**src/rtl/tlb_request_sequencer.sv**
```systemverilog
// tlb_request_sequencer
// Front-end of the speculative TLB. Translation requests arrive on a
// valid/ready port and are queued in an in-order FIFO. Each one is then issued
// to the TLB on a level handshake (TRANS_RQST/SPEC_TLB_RQST, held until
// DONE_TRANS). Its result comes back on a valid/ready response port.
// Hit/miss/timeout statistics are kept in saturating counters.
//
// Ports
//   clk, rst                 clock; asynchronous active-high reset
//   REQ_VALID/READY/VADDR/SPEC   request port (READY = FIFO not full, registered)
//   RSP_VALID/READY/PADDR/TLB_HIT/SPEC_HIT/ERR   response port
//   TRANS_RQST, SPEC_TLB_RQST, VIRT_ADDR_LOOKUP  outputs to the TLB
//   DONE_TRANS, TLB_HIT, SPEC_HIT, PHY_ADDR_TRANS inputs from the TLB
//   HIT_CNT, MISS_CNT, TIMEOUT_CNT               saturating statistics
module tlb_request_sequencer #(
    parameter int DEPTH       = 4,
    parameter int TIMEOUT_CYC = 255,
    parameter int CNT_W       = 16
) (
    input  logic             clk,
    input  logic             rst,
    input  logic             REQ_VALID,
    output logic             REQ_READY,
    input  logic [7:0]       REQ_VADDR,
    input  logic             REQ_SPEC,
    output logic             RSP_VALID,
    input  logic             RSP_READY,
    output logic [7:0]       RSP_PADDR,
    output logic             RSP_TLB_HIT,
    output logic             RSP_SPEC_HIT,
    output logic             RSP_ERR,
    output logic             TRANS_RQST,
    output logic             SPEC_TLB_RQST,
    output logic [7:0]       VIRT_ADDR_LOOKUP,
    input  logic             DONE_TRANS,
    input  logic             TLB_HIT,
    input  logic             SPEC_HIT,
    input  logic [7:0]       PHY_ADDR_TRANS,
    output logic [CNT_W-1:0] HIT_CNT,
    output logic [CNT_W-1:0] MISS_CNT,
    output logic [CNT_W-1:0] TIMEOUT_CNT
);
    localparam int PTR_W = $clog2(DEPTH);
    localparam int CNT_FW = $clog2(DEPTH + 1);
    localparam logic [15:0] TO_LAST = 16'(TIMEOUT_CYC - 1);

    typedef enum logic [1:0] {IDLE, ISSUE, DRAIN, RESP} state_t;

    logic [8:0] fifo_mem [DEPTH];
    logic [PTR_W-1:0] wr_ptr_q, wr_ptr_d, rd_ptr_q, rd_ptr_d;
    logic [CNT_FW-1:0] count_q, count_d;
    logic req_ready_q, req_ready_d;
    state_t state_q, state_d;
    logic [7:0] vaddr_q, vaddr_d;
    logic spec_q, spec_d;
    logic trans_rqst_q, trans_rqst_d, spec_rqst_q, spec_rqst_d;
    logic [15:0] timer_q, timer_d;
    logic rsp_valid_q, rsp_valid_d, rsp_hit_q, rsp_hit_d;
    logic rsp_spec_hit_q, rsp_spec_hit_d, rsp_err_q, rsp_err_d;
    logic [7:0] rsp_paddr_q, rsp_paddr_d;
    logic [CNT_W-1:0] hit_cnt_q, hit_cnt_d, miss_cnt_q, miss_cnt_d, to_cnt_q, to_cnt_d;
    logic push, pop;
    logic [8:0] head;

    assign push = REQ_VALID & req_ready_q;
    assign head = fifo_mem[rd_ptr_q];

    always_comb begin
        state_d        = state_q;
        pop            = 1'b0;
        vaddr_d        = vaddr_q;
        spec_d         = spec_q;
        trans_rqst_d   = trans_rqst_q;
        spec_rqst_d    = spec_rqst_q;
        timer_d        = timer_q;
        rsp_valid_d    = rsp_valid_q;
        rsp_paddr_d    = rsp_paddr_q;
        rsp_hit_d      = rsp_hit_q;
        rsp_spec_hit_d = rsp_spec_hit_q;
        rsp_err_d      = rsp_err_q;
        hit_cnt_d      = hit_cnt_q;
        miss_cnt_d     = miss_cnt_q;
        to_cnt_d       = to_cnt_q;
        case (state_q)
            IDLE: begin
                if (count_q != '0) begin
                    pop     = 1'b1;
                    state_d = ISSUE;
                end
            end
            ISSUE: begin
                // First ISSUE cycle only launches the registered request; the
                // TLB is known idle here because DRAIN saw DONE_TRANS low.
                if (!trans_rqst_q) begin
                    trans_rqst_d = 1'b1;
                    spec_rqst_d  = spec_q;
                    timer_d      = '0;
                end else if (DONE_TRANS) begin
                    rsp_paddr_d    = PHY_ADDR_TRANS;
                    rsp_hit_d      = TLB_HIT;
                    rsp_spec_hit_d = SPEC_HIT;
                    rsp_err_d      = 1'b0;
                    if (TLB_HIT) hit_cnt_d = (&hit_cnt_q) ? hit_cnt_q : hit_cnt_q + 1'b1;
                    else miss_cnt_d = (&miss_cnt_q) ? miss_cnt_q : miss_cnt_q + 1'b1;
                    trans_rqst_d = 1'b0;
                    spec_rqst_d  = 1'b0;
                    state_d      = DRAIN;
                end else if (timer_q == TO_LAST) begin
                    // Request has been high TIMEOUT_CYC cycles: abort.
                    rsp_paddr_d    = '0;
                    rsp_hit_d      = 1'b0;
                    rsp_spec_hit_d = 1'b0;
                    rsp_err_d      = 1'b1;
                    to_cnt_d       = (&to_cnt_q) ? to_cnt_q : to_cnt_q + 1'b1;
                    trans_rqst_d   = 1'b0;
                    spec_rqst_d    = 1'b0;
                    state_d        = DRAIN;
                end else begin
                    timer_d = timer_q + 16'd1;
                end
            end
            DRAIN: begin
                if (!DONE_TRANS) begin
                    rsp_valid_d = 1'b1;
                    state_d     = RESP;
                end
            end
            RESP: begin
                if (RSP_READY) begin
                    rsp_valid_d = 1'b0;
                    if (count_q != '0) begin
                        pop     = 1'b1;
                        state_d = ISSUE;
                    end else begin
                        state_d = IDLE;
                    end
                end
            end
            default: state_d = IDLE;
        endcase
        if (pop) begin
            vaddr_d = head[7:0];
            spec_d  = head[8];
        end
        wr_ptr_d    = push ? wr_ptr_q + 1'b1 : wr_ptr_q;
        rd_ptr_d    = pop ? rd_ptr_q + 1'b1 : rd_ptr_q;
        count_d     = count_q + {{(CNT_FW-1){1'b0}}, push} - {{(CNT_FW-1){1'b0}}, pop};
        req_ready_d = (count_d < CNT_FW'(DEPTH));
    end

    // Payload storage needs no reset; occupancy is tracked by count_q.
    always_ff @(posedge clk) begin
        if (push) fifo_mem[wr_ptr_q] <= {REQ_SPEC, REQ_VADDR};
    end

    always_ff @(posedge clk or posedge rst) begin
        if (rst) begin
            state_q        <= IDLE;
            wr_ptr_q       <= '0;
            rd_ptr_q       <= '0;
            count_q        <= '0;
            req_ready_q    <= 1'b0;
            vaddr_q        <= '0;
            spec_q         <= 1'b0;
            trans_rqst_q   <= 1'b0;
            spec_rqst_q    <= 1'b0;
            timer_q        <= '0;
            rsp_valid_q    <= 1'b0;
            rsp_paddr_q    <= '0;
            rsp_hit_q      <= 1'b0;
            rsp_spec_hit_q <= 1'b0;
            rsp_err_q      <= 1'b0;
            hit_cnt_q      <= '0;
            miss_cnt_q     <= '0;
            to_cnt_q       <= '0;
        end else begin
            state_q        <= state_d;
            wr_ptr_q       <= wr_ptr_d;
            rd_ptr_q       <= rd_ptr_d;
            count_q        <= count_d;
            req_ready_q    <= req_ready_d;
            vaddr_q        <= vaddr_d;
            spec_q         <= spec_d;
            trans_rqst_q   <= trans_rqst_d;
            spec_rqst_q    <= spec_rqst_d;
            timer_q        <= timer_d;
            rsp_valid_q    <= rsp_valid_d;
            rsp_paddr_q    <= rsp_paddr_d;
            rsp_hit_q      <= rsp_hit_d;
            rsp_spec_hit_q <= rsp_spec_hit_d;
            rsp_err_q      <= rsp_err_d;
            hit_cnt_q      <= hit_cnt_d;
            miss_cnt_q     <= miss_cnt_d;
            to_cnt_q       <= to_cnt_d;
        end
    end

    assign REQ_READY        = req_ready_q;
    assign RSP_VALID        = rsp_valid_q;
    assign RSP_PADDR        = rsp_paddr_q;
    assign RSP_TLB_HIT      = rsp_hit_q;
    assign RSP_SPEC_HIT     = rsp_spec_hit_q;
    assign RSP_ERR          = rsp_err_q;
    assign TRANS_RQST       = trans_rqst_q;
    assign SPEC_TLB_RQST    = spec_rqst_q;
    assign VIRT_ADDR_LOOKUP = vaddr_q;
    assign HIT_CNT          = hit_cnt_q;
    assign MISS_CNT         = miss_cnt_q;
    assign TIMEOUT_CNT      = to_cnt_q;
endmodule
```
**config.mk**
```make
export PLATFORM = sky130hd
export DESIGN_NAME = tlb_request_sequencer
export DESIGN_NICKNAME = d
export VERILOG_FILES = /design/src/rtl/tlb_request_sequencer.sv
export SDC_FILE = /design/constraint.sdc
export NUM_CORES = 1
export LEC_CHECK = 0
export BUFFER_PORTS_ARGS = -buffer_cell sky130_fd_sc_hd__buf_2
export CORE_MARGIN = 2
export CORE_UTILIZATION = 35
export DETAILED_ROUTE_END_ITERATION = 12
export GPL_TIMING_DRIVEN = 0
export PLACE_DENSITY = 0.52
export RECOVER_POWER = 100
export SETUP_SLACK_MARGIN = 0.3
export SKIP_LAST_GASP = 1
export SLEW_MARGIN = 20
export SYNTH_ARGS = -nofsm -noshare
export SYNTH_HDL_FRONTEND = slang
export SYNTH_SLANG_ARGS = --single-unit
```
**constraint.sdc**
```tcl
create_clock -name clk -period 6.9 [get_ports clk]
set_clock_uncertainty 0.1 [all_clocks]
set_input_delay 1.035 -clock clk [delete_from_list [all_inputs] [get_ports clk]]
set_output_delay 1.035 -clock clk [all_outputs]
set_load 0.05 [all_outputs]
```
==> results.sh <==
export IMPL_first_pass_iters=6
export IMPL_cts_tree="done"
export IMPL_reg2reg_from="state_q[1]"
export IMPL_layout_drive_gt1_share_pct=12.0
export IMPL_period_minus_slack_ns=3.42
export IMPL_power_density_nw_per_um2=426
export IMPL_ys_ff_latch=133
export IMPL_topRoutingLayerUsed="met4"
export IMPL_drc=0
export IMPL_crit_type="flop to flop"
export IMPL_worstPathMaxFanout=10
export IMPL_worstHoldStart="timer_q[15]"
export IMPL_rsz0062_at_grt="no"
export IMPL_grt_overflow_total=0
export IMPL_path_cells="inv_1, ha_1, nor3_1, clkbuf_1, ha_1, inv_1, ha_1, inv_1, fa_1, xnor2_1, xor2_1, inv_1"
export IMPL_antenna_found_initial=0
export IMPL_syn_area_per_cell_um2=12.5
export IMPL_worst_setup_path_start_kind="flop"
export IMPL_die_area_um2=18500
export IMPL_drv_slew=0
export IMPL_first_global_vias=4357
export IMPL_routed_via_density=5.09
export IMPL_clock_fmax_ghz=0.293
export IMPL_yosysWarnings=0
export IMPL_drt_iter0_markers=175
export IMPL_routedWlPerCell_um=15.8
export IMPL_cts_reportedPaths_clkPinSlew_ns=0.06
export IMPL_wl_met3_um=807
export IMPL_drt_met1_wl_um=6000
export IMPL_syn_inst=489
export IMPL_clock_latency_ns=0.41
export IMPL_die_h_um=136
export IMPL_antenna_left=0
export IMPL_max_stage_delay_ns=0.57
export IMPL_synth_seq_area_share_pct=57.6
export IMPL_ios=95
export IMPL_ctsResizeCount=0
export IMPL_htree_levels=4
export IMPL_synth_fp_nets=530
export IMPL_dieWidth_um=136
export IMPL_final_period_utilization_pct=49.5
export IMPL_report_final_setup_viol=0
export IMPL_diodes=0
export IMPL_fin_hold_ws_ns=0.390
export IMPL_rows=48
export IMPL_num_vias=4273
export IMPL_totalWireLength_um=13200
export IMPL_fin_nets=643
export IMPL_required_ns=7.10
export IMPL_crit_path_top_delay_cell="clkbuf_1"
export IMPL_peakVddDrop_mv=0.262
export IMPL_cellLeakagePower_uw=0.00294
export IMPL_wl_met2_um=6210
export IMPL_numClockSinks=133
export IMPL_hold_buffers=0
export IMPL_relSlewSlack_pct=25.4
export IMPL_worst_setup_path_end_kind="flop"
export IMPL_syn_area_um2=6100
export IMPL_status="finished clean"
export IMPL_grt_max_degree=76
export IMPL_synth_edf_count=36
export IMPL_cts_buffer_depth=2
export IMPL_synth_ff_type="dfrtp_1"
export IMPL_async_reset_ff_share_pct=72.9
export IMPL_cp_common_cell="inv_1"
export IMPL_hold_path_class="flop to flop"
export IMPL_yosysUniqueCellTypes=63
export IMPL_post_cts_setup_buffers=0
export IMPL_hold_viol_final=0
export IMPL_dp_final_hpwl_um=9150
export IMPL_grt_first_pass_wirelength_um=21700
export IMPL_worstPathArrival_ns=3.61
export IMPL_tightest_slew_ns=1.11
export IMPL_place_gp_congestion=0.816
export IMPL_cts_root_buffer="clkbuf_16"
export IMPL_initial_core_util_pct=35.5
export IMPL_syn2layout_area_growth_pct=19.4
export IMPL_grt_total_usage_pct=15.1
export IMPL_core_area_um2=17200
export IMPL_r2r_setup_slack_ns=3.48
export IMPL_startpoint="state_q[1]"
export IMPL_cts_buffers=17
export IMPL_port_buffers=93
export IMPL_maxCapViolCount=0
export IMPL_setup_tns_ns=0
[placed cells by master (no fill, tap or decap), types with 10 or more instances in the layout]
cell / n
xnor2_1: 35
mux2_2: 12
nand3_1: 32
edfxtp_1: 36
nor2_1: 21
clkbuf_1: 93
ha_1: 16
and3_1: 12
dfrtp_1: 97
a22o_1: 10
clkbuf_16: 17
nand4_1: 21
inv_1: 17
nand2_1: 43
buf_2: 13
[state kept, by name (all words and copies together), names as in the netlist]
signal            cells
RSP_SPEC_HIT          1
state_q               2
SPEC_TLB_RQST         1
RSP_VALID             1
RSP_TLB_HIT           1
RSP_ERR               1
RSP_PADDR             8
MISS_CNT             16
fifo_mem             36
spec_q                1
TRANS_RQST            1
VIRT_ADDR_LOOKUP      8
count_q               3
HIT_CNT              16
REQ_READY             1
TIMEOUT_CNT          16
timer_q              16
rd_ptr_q              2
wr_ptr_q              2
[kinds of logic after synthesis]
logic type,share of synthesized area [%]
AND/OR/NAND/NOR,15.8
flip-flops,57.6
AO/OA/AOI/OAI,7.82
buffers and inverters,2.55
multiplexers,6.49
XOR/XNOR,6.18
adder cells (fa/ha/maj),3.61
[critical path, delay by kind of cell (launching register included)]
family	cells	cell delay [ns]
DFF	1	0.43
xor gates and xnor gates	2	0.39
buffers and inverters	5	0.83
and+or+nand+nor	1	0.38
adders and majority gates	4	1.16
[Yosys cell counts, drive strengths merged, types with 5 or more instances]
cell type  instances  area, um^2
o211ai             7        52.6
clkbuf             7        26.3
ha                16         200
edfxtp            36        1080
buf                8        53.8
nor2              21        78.8
nand3             34         180
a22o              10        87.6
xor2               8        70.1
xnor2             35         307
nand4             23         165
a21oi              8        40.0
nor4               5        61.3
and3              12        75.1
nor3               9        50.1
nand2             43         161
or4                5        37.5
o21ai             11        66.3
mux2              15         173
inv               19        71.3
dfrtp             97        2430
o311ai             7        68.8
mux4               9         203
[layout make-up]
| class | count | area, um^2 |
|---|---|---|
| Clock inverter | 15 | 154 |
| Fill cell | 1689 | 9900 |
| Timing Repair Buffer | 94 | 392 |
| Buffer | 15 | 68.8 |
| Tap cell | 225 | 282 |
| Multi-Input combinational cell | 321 | 2370 |
| Sequential cell | 133 | 3510 |
| Clock buffer | 17 | 425 |
| Inverter | 20 | 76.3 |
[through the flow]
stage | area [um^2] | cells | util (%) | total power (uW) | worst slack [ns]
after detailed placement | 6880 | 808 | 40.0 | 2290 | 3.12
after global placement | 6840 | 807 | 39.8 | 2260 | 1.93
after floorplan | 6100 | 489 | - | 2000 | 3.23
after CTS | 7450 | 840 | 43.4 | 3190 | 3.41
after global routing | 7280 | 840 | 42.4 | 3310 | 3.28
final | 7280 | 840 | 42.4 | 3100 | 3.48
[worst paths after layout]
check / endpoint / cells past startpoint
worst max-delay path: count_q[2] / 12
max in group asynchronous: wr_ptr_q[1] / 3
worst max register to register: count_q[2] / 12
min in group asynchronous: RSP_PADDR[7] / 2
worst min-delay path: timer_q[15] / 1
worst min register to register: timer_q[15] / 1
[per-layer routing]
metal  global-route usage, %  vias to the layer above
li1                        -                     2046
met1                    19.5                     2098
met2                    23.9                      110
met3                    4.70                       19
met4                    5.44                        0
met5                       0                        -
[where the power goes]
part           internal (uW)  switching (uW)  leakage, uW
clock                    533             345     0.000279
combinational            358             739      0.00111
sequential               993             134      0.00155
Power figures use the tool's default switching activity.
